**src/rtl/lfsr_shift_register.sv**
```systemverilog
// ============================================================================
// Module   : lfsr_shift_register
// Purpose  : Multi-mode nbits state register (hold/load/shift/rotate/LFSR/
//            clear/seed) with single-step and counted-burst operation.
//            Optional macro LFSR_LOCKUP_GUARD_EN reseeds an all-zero LFSR step.
// Revision : 1.0  initial release
// ============================================================================
`default_nettype none

module lfsr_shift_register #(
  parameter int                 nbits = 8,
  parameter logic [nbits-1:0]   TAPS  = 8'hB8,
  parameter logic [nbits-1:0]   SEED  = 8'h01,
  parameter int                 CW    = 8
) (
  input  logic             clk,
  input  logic             rst,
  input  logic             en,
  input  logic [2:0]       mode,
  input  logic [nbits-1:0] d,
  input  logic             sin,
  input  logic             start,
  input  logic [CW-1:0]    steps,
  output logic             busy,
  output logic             done,
  output logic [nbits-1:0] q,
  output logic             sout
);

  typedef enum logic [1:0] {
    IDLE = 2'd0,
    RUN  = 2'd1,
    DONE = 2'd2
  } state_t;

  state_t           state_q, state_d;
  logic [CW-1:0]    cnt_q, cnt_d;
  logic [2:0]       mode_q, mode_d;
  logic [nbits-1:0] q_q, q_d;
  logic [2:0]       act_mode;
  logic [nbits-1:0] op_result;

  function automatic logic [nbits-1:0] apply_op(input logic [2:0] m,
                                                input logic [nbits-1:0] v,
                                                input logic s);
    logic [nbits-1:0] r;
    r = v;
    case (m)
      3'd1: r = d;
      3'd2: r = {v[nbits-2:0], s};
      3'd3: r = {s, v[nbits-1:1]};
      3'd4: r = {v[nbits-2:0], v[nbits-1]};
      3'd5: begin
`ifdef LFSR_LOCKUP_GUARD_EN
        if (v == '0) r = SEED;
        else         r = {v[nbits-2:0], ^(v & TAPS)};
`else
        r = {v[nbits-2:0], ^(v & TAPS)};
`endif
      end
      3'd6: r = '0;
      3'd7: r = SEED;
      default: r = v;
    endcase
    return r;
  endfunction

  // A burst keeps using the mode captured with start, not the live input.
  assign act_mode  = (state_q == RUN) ? mode_q : mode;
  assign op_result = apply_op(act_mode, q_q, sin);

  always_comb begin
    sout = 1'b0;
    case (act_mode)
      3'd2, 3'd4, 3'd5: sout = q_q[nbits-1];
      3'd3:             sout = q_q[0];
      default:          sout = 1'b0;
    endcase
  end

  always_comb begin
    state_d = state_q;
    cnt_d   = cnt_q;
    mode_d  = mode_q;
    q_d     = q_q;
    case (state_q)
      IDLE: begin
        if (start) begin
          if (steps != '0) begin
            state_d = RUN;
            cnt_d   = steps;
            mode_d  = mode;
          end else begin
            state_d = DONE;
          end
        end else if (en) begin
          q_d = op_result;
        end
      end
      RUN: begin
        q_d   = op_result;
        cnt_d = cnt_q - CW'(1);
        if (cnt_q == CW'(1)) state_d = DONE;
      end
      DONE:    state_d = IDLE;
      default: state_d = IDLE;
    endcase
  end

  always_ff @(posedge clk or negedge rst) begin
    if (!rst) begin
      state_q <= IDLE;
      cnt_q   <= '0;
      mode_q  <= 3'd0;
      q_q     <= SEED;
    end else begin
      state_q <= state_d;
      cnt_q   <= cnt_d;
      mode_q  <= mode_d;
      q_q     <= q_d;
    end
  end

  assign q    = q_q;
  assign busy = (state_q != IDLE);
  assign done = (state_q == DONE);

endmodule

`default_nettype wire
```
**config.mk**
```make
export PLATFORM = sky130hd
export DESIGN_NAME = lfsr_shift_register
export DESIGN_NICKNAME = d
export VERILOG_FILES = /design/src/rtl/lfsr_shift_register.sv
export SDC_FILE = /design/constraint.sdc
export NUM_CORES = 1
export LEC_CHECK = 0
export CORE_AREA = 3 3 62 64
export CTS_BUF_LIST = sky130_fd_sc_hd__clkbuf_4 sky130_fd_sc_hd__clkbuf_8
export DETAILED_ROUTE_END_ITERATION = 7
export DIE_AREA = 0 0 65 67
export PLACE_DENSITY_LB_ADDON = 0.1
export SLEW_MARGIN = 0
export SYNTH_ARGS = -nofsm -noshare
export SYNTH_HDL_FRONTEND = slang
export SYNTH_SLANG_ARGS = --single-unit
```
**constraint.sdc**
```tcl
create_clock -name clk -period 5.2 [get_ports clk]
set_input_delay 0.52 -clock clk [delete_from_list [all_inputs] [get_ports clk]]
set_output_delay 0.52 -clock clk [all_outputs]
set_load 0.005 [all_outputs]
```
# Word level (Yosys, flattened, before mapping)
# Index checks and enable logic that the tools add are counted.
classes:
  eq_ne: 15
  n_reduce_logical: 10
  muxes: 13
  add_sub_neg: 1
ops:
  columns: ["op", "n"]
  rows:
  - ["$pmux W8 S7", 1]
  - ["$mux W8", 4]
  - ["$pmux W8 S2", 2]
  - ["$eq A3 B3 Y1 const B", 4]
  - ["$reduce_and A3 Y1", 3]
  - ["$eq A8 B1 Y1 const B", 1]
  - ["$ne A2 B2 Y1 const B", 4]
  - ["$reduce_bool A8 Y1", 1]
  - ["$reduce_xor A8 Y1", 1]
  - ["$sub A8 B1 Y8 const B", 1]
  - ["$eq A3 B2 Y1 const B", 2]
  - ["$mux W2", 3]
  - ["$pmux W2 S2", 1]
  - ["$reduce_bool A2 Y1", 2]
  - ["$eq A3 B1 Y1 const B", 1]
  - ["$mux W3", 1]
  - ["$reduce_or A3 Y1", 1]
  - ["$eq A2 B1 Y1 const B", 1]
  - ["$eq A2 B2 Y1 const B", 1]
  - ["$logic_not A2 Y1", 1]
  - ["$ne A2 B1 Y1 const B", 1]
  - ["$pmux W1 S2", 1]
  - ["$reduce_and A2 Y1", 1]
word_totals:
  inputBits: 24
  word_cells: 43
  ff_bits: 21
  output_inout_bits: 11

# Depth between registers and ports, before layout
depth:
  depth_word: 7
  mapped_depth: 8
  mapped_depth_nobuf: 6

# Worst setup path before layout
# Ideal clock, no wire load.
synth_path:
  kind: "input to register"
  from: "input port steps[2]"
  to: "register mode_q[0]"
  t_required_ps: 5072
  path_slack_ps: 3288
  t_arrival_ps: 1784
  path_stages: 5
  n_path_buf: 1
  setup_time_ps: 128
  cell_sequence: "or4_1 o21ai_1 or2_1 buf_2 mux2_1"
synth_via:
  elab_chain_cells: 2
synth_lines:
  columns: ["element", "line", "source"]
  rows:
  - ["from (decl)", "23", "input logic [CW-1:0] steps,"]
  - ["$reduce_bool A8 Y1", "89", "if (steps != '0) begin"]
  - ["$reduce_and A3 Y1 (no source line)", null, null]
  - ["to (signal assigned)", "119", "mode_q <= mode_d;"]
  - ["to (decl)", "38", "logic [2:0] mode_q, mode_d;"]
# No other way between the ends.
# A chain may end at the register's enable or synchronous reset.

# Worst setup path after layout
layout_path:
  from: "register state_q[1]"
  to: "output port sout"
layout_via:
  elab_chain_cells: 5
  elab_cells_between_ends: 8
  classes_between: "eq/ne: 5; mux: 2; reduce/logical: 1"
layout_lines:
  columns: ["element", "line", "source"]
  rows:
  - ["from (decl)", "36", "state_t state_q, state_d;"]
  - ["from (signal assigned)", "117", "state_q <= state_d;"]
  - ["$eq A2 B1 Y1 (*)", "69", "assign act_mode = (state_q == RUN) ? mode_q : mode;"]
  - ["$mux W3 (*)", "69", null]
  - ["$eq A3 B2 Y1 / $eq A3 B3 Y1 (equally long branches)", "74", "case (act_mode)"]
  - ["$reduce_or A3 Y1", "74", null]
  - ["$pmux W1 S2 (*)", "74", null]
  - ["to (decl)", "27", "output logic sout"]
# Mark *: on every way between the ends. The rest lies on a longest branch, timed or not.

==> metrics.md <==
| Metric | Value |
|---|---|
| Status | complete, no violations |
| WP data arrival | 2.48 ns |
| Area grow syn2layout | 23.2% |
| Reg area | 527 um^2 |
| DRT iter0 DRCs | 84 |
| CP Max Fanout | 23 |
| Syn Nets | between 150 and 200 |
| Final Setup Violations | 0 |
| Vias in the first global route | 1299 |
| DR WL/cell | 14.4 um |
| IO Port Bufs | 34 |
| Sw power | about 0.53 mW |
| GR peak layer | met2 |
| Max cap viols | 0 |
| Worst Max-Slew Pin Slew | 0.952 ns |
| Pleak | between 0.7 and 0.8 nW |
| Worst Path Required | around 4.7 ns |
| H-tree levels | 1 |
| Met1 usage | 21.2% |
| Routed Antenna Nets | 0 |
| Final GP Congestion | ~0.83 |
| CP startpoint kind | flop |
| TritonCTS Sinks | 21 |
| Comb power frac | 62.9% |
| Yosys reg bits | 21 |
| RSZ-0062 raised after global routing | false |
| DRC | 0 |
| Pin count of the biggest net entering global routing | 24 |
| Post-DP HPWL | 2.69 mm |
| Tightest Hold Check Type | reg2reg |
| Grt ovf | 0 |
| Die Ht | around 67 um |
| Area occupied by multi-input gates | 873 um^2 |
| Num rows | 21 |
| Post-synthesis sequential area ratio | a little over a third |
| Reg clk slew, reported paths | 0.13 ns |
| Core ar. | 3340 um^2 |
| CTS tree | yes |
| Hold_buf cts | 0 |
| FILL cells | 334 |
| Clk pwr share | 7.1% |
| CP Capture Type | primary output |
| Mapped Cells | 171 |
| Post-layout util | 55.7% |
| Share of post-route cells with drive strength above 1 | 7.00% |
| Post-synth ARST share | 100% |
| Grt met3 use | 2.87% |
| IO Pins | 35 |
| Synth Flop Type | dfrtp_1 |
| Initial antenna violation count | 0 |
| Final WL | approximately 3.5 mm |
| Setup Total Neg Slack | 0 ns |
| Critical path type | reg2out |
| Final hold vios | 0 |
| TritonCTS Buffers | 3 |
| Die width | around 65 um |
| Commonest non-fill, non-tap cells in the layout | 34 x clkdlybuf4s50_1, 20 x o21ai_0, 20 x dfrtp_1, 13 x a21oi_1, 13 x nor2_1 |
| Commonest non-fill, non-tap cell in the layout | clkdlybuf4s50_1 |
| Maximum clock rate | 0.334 GHz |
| Post-CTS Resized | 0 |
| Clock Latency Late Sink | 0.31 ns |
| Yosys warns | 0 |
| Worst-case clock buffer depth | 2 |
| Slew Limit Fails | 0 |
| Final net count | 227 |
| Pre-antenna DRT Iters | 4 |
| PwrDens | 625 nW/um^2 |
| Fin crit period | 3.00 ns |
| Peak supply drop | 0.000220 V |
| Antenna Cells | 0 |
| Via count | 1385 |
| EDFF count, synth | 0 |
| Setup bufs post-CTS | 0 |
| Clk_skew | 0.00133 ns |
| Via-per-instance ratio | roughly 5.6 |
| Synthesized area | 1510 um^2 |
| Worst slew margin | 36.4% |
| Int Pwr | roughly 0.63 mW |
| Period Utilization, post-route | 57.6% |
| Die area | 4360 um^2 |
| Sequential share of power | 30.0% |
| Met2 global-route usage | 30.4% |
| First-pass GRT wire length | 5.92 mm |
| GRT Total Usage | 17.2% |
| Distinct cells, synth | between 40 and 50 |
| Starting Density | between 40% and 50% |
| Clk Tree Root Cell | clkbuf_4 |
| Syn Area/Cell | 8.82 um^2 |
| Sw Ratio | 45.4% |
-- metrics by stage --
step / cells / area [um^2] / power, mW / hold WS [ns] / setup slack (ns)
2_1_floorplan: 171 / 1510 / 0.902 / 0.224 / 3.29
3_3_place_gp: 242 / 1830 / 1.07 / 0.503 / 2.35
3_5_place_dp: 242 / 1830 / 1.09 / 0.489 / 2.24
4_1_cts: 246 / 1860 / 1.17 / 0.519 / 2.19
5_1_grt: 246 / 1860 / 1.28 / 0.584 / 2.02
6_report: 246 / 1860 / 1.16 / 0.511 / 2.20
-- cells by family after synthesis --
| kind of cell | synth area share, % |
|---|---|
| AO/OA/AOI/OAI | 28.0 |
| buffers and inverters | 7.21 |
| XOR/XNOR | 1.74 |
| flip-flops | 34.9 |
| adder cells (fa/ha/maj) | 1.66 |
| multiplexers | 5.39 |
| AND/OR/NAND/NOR | 21.1 |
-- layer usage --
layer  up-vias  share of wire, %
li1        690                 -
met3         4               5.4
met5         -                 0
met1       652                45
met4         0              0.65
met2        39                49
-- cells in the mapped netlist (2+ instances only) --
| cell type | n | area (um^2) |
|---|---|---|
| and2_1 | 7 | 43.8 |
| o21ai_0 | 20 | 100 |
| or4_1 | 3 | 22.5 |
| a211oi_1 | 2 | 15.0 |
| mux2i_4 | 2 | 45.0 |
| ha_1 | 2 | 25.0 |
| nor4_1 | 3 | 18.8 |
| o31ai_1 | 9 | 67.6 |
| nor2b_1 | 2 | 12.5 |
| o22ai_1 | 8 | 50.1 |
| buf_4 | 2 | 15.0 |
| dfrtp_1 | 20 | 500 |
| nand3_1 | 4 | 20.0 |
| nand2_1 | 10 | 37.5 |
| nor3_1 | 3 | 15.0 |
| a22oi_1 | 3 | 22.5 |
| nor2_1 | 13 | 48.8 |
| buf_6 | 4 | 45.0 |
| xnor2_1 | 2 | 17.5 |
| buf_2 | 3 | 15.0 |
| inv_1 | 9 | 33.8 |
| o21ai_1 | 4 | 20.0 |
| a21oi_1 | 13 | 65.1 |
| nor4b_1 | 2 | 17.5 |
-- worst max-delay path, cell delays in order, from the launching register on --
cell and delay (ns):
dfrtp_1 0.57, nand2b_4 0.39, mux2i_4 0.41, a21oi_1 0.10
o21ai_0 0.18, clkdlybuf4s50_1 0.52
-- power by group through the flow --
stage | logic (mW) | registers (mW) | clock network (mW)
2_1_floorplan | 0.579 | 0.323 | 0
3_3_place_gp | 0.721 | 0.347 | 0
3_5_place_dp | 0.734 | 0.352 | 0
4_1_cts | 0.737 | 0.348 | 0.0866
5_1_grt | 0.825 | 0.362 | 0.0916
6_report | 0.732 | 0.348 | 0.0827
-- path summary, 6_finish.rpt --
path                                 start         to  cells past startpoint  slack, ns
worst max-delay path            state_q[1]       sout                      5       2.20
worst min-delay path              cnt_q[5]   cnt_q[5]                      2       0.51
worst max register to register  state_q[0]       q[4]                      5       3.07
worst min register to register    cnt_q[5]   cnt_q[5]                      2       0.51
max in group asynchronous              rst   cnt_q[6]                      1       3.90
min in group asynchronous              rst  mode_q[2]                      1       0.73
-- cell type report --
cell class                 instances  share of cell area (%)
clock inverter                     1                   0.269
multi-input combinational        132                    47.0
sequential                        21                    28.3
tap                               46                    3.10
inverter                           9                    1.82
timing repair buffer              34                    18.3
clock buffer                       3                    1.21
-- sequential cells by signal (all words and copies together), names as in the netlist --
register and flops:
state_q 2, mode_q 3, cnt_q 8, q 8
Note: power is estimated with default switching activity, not from simulation.
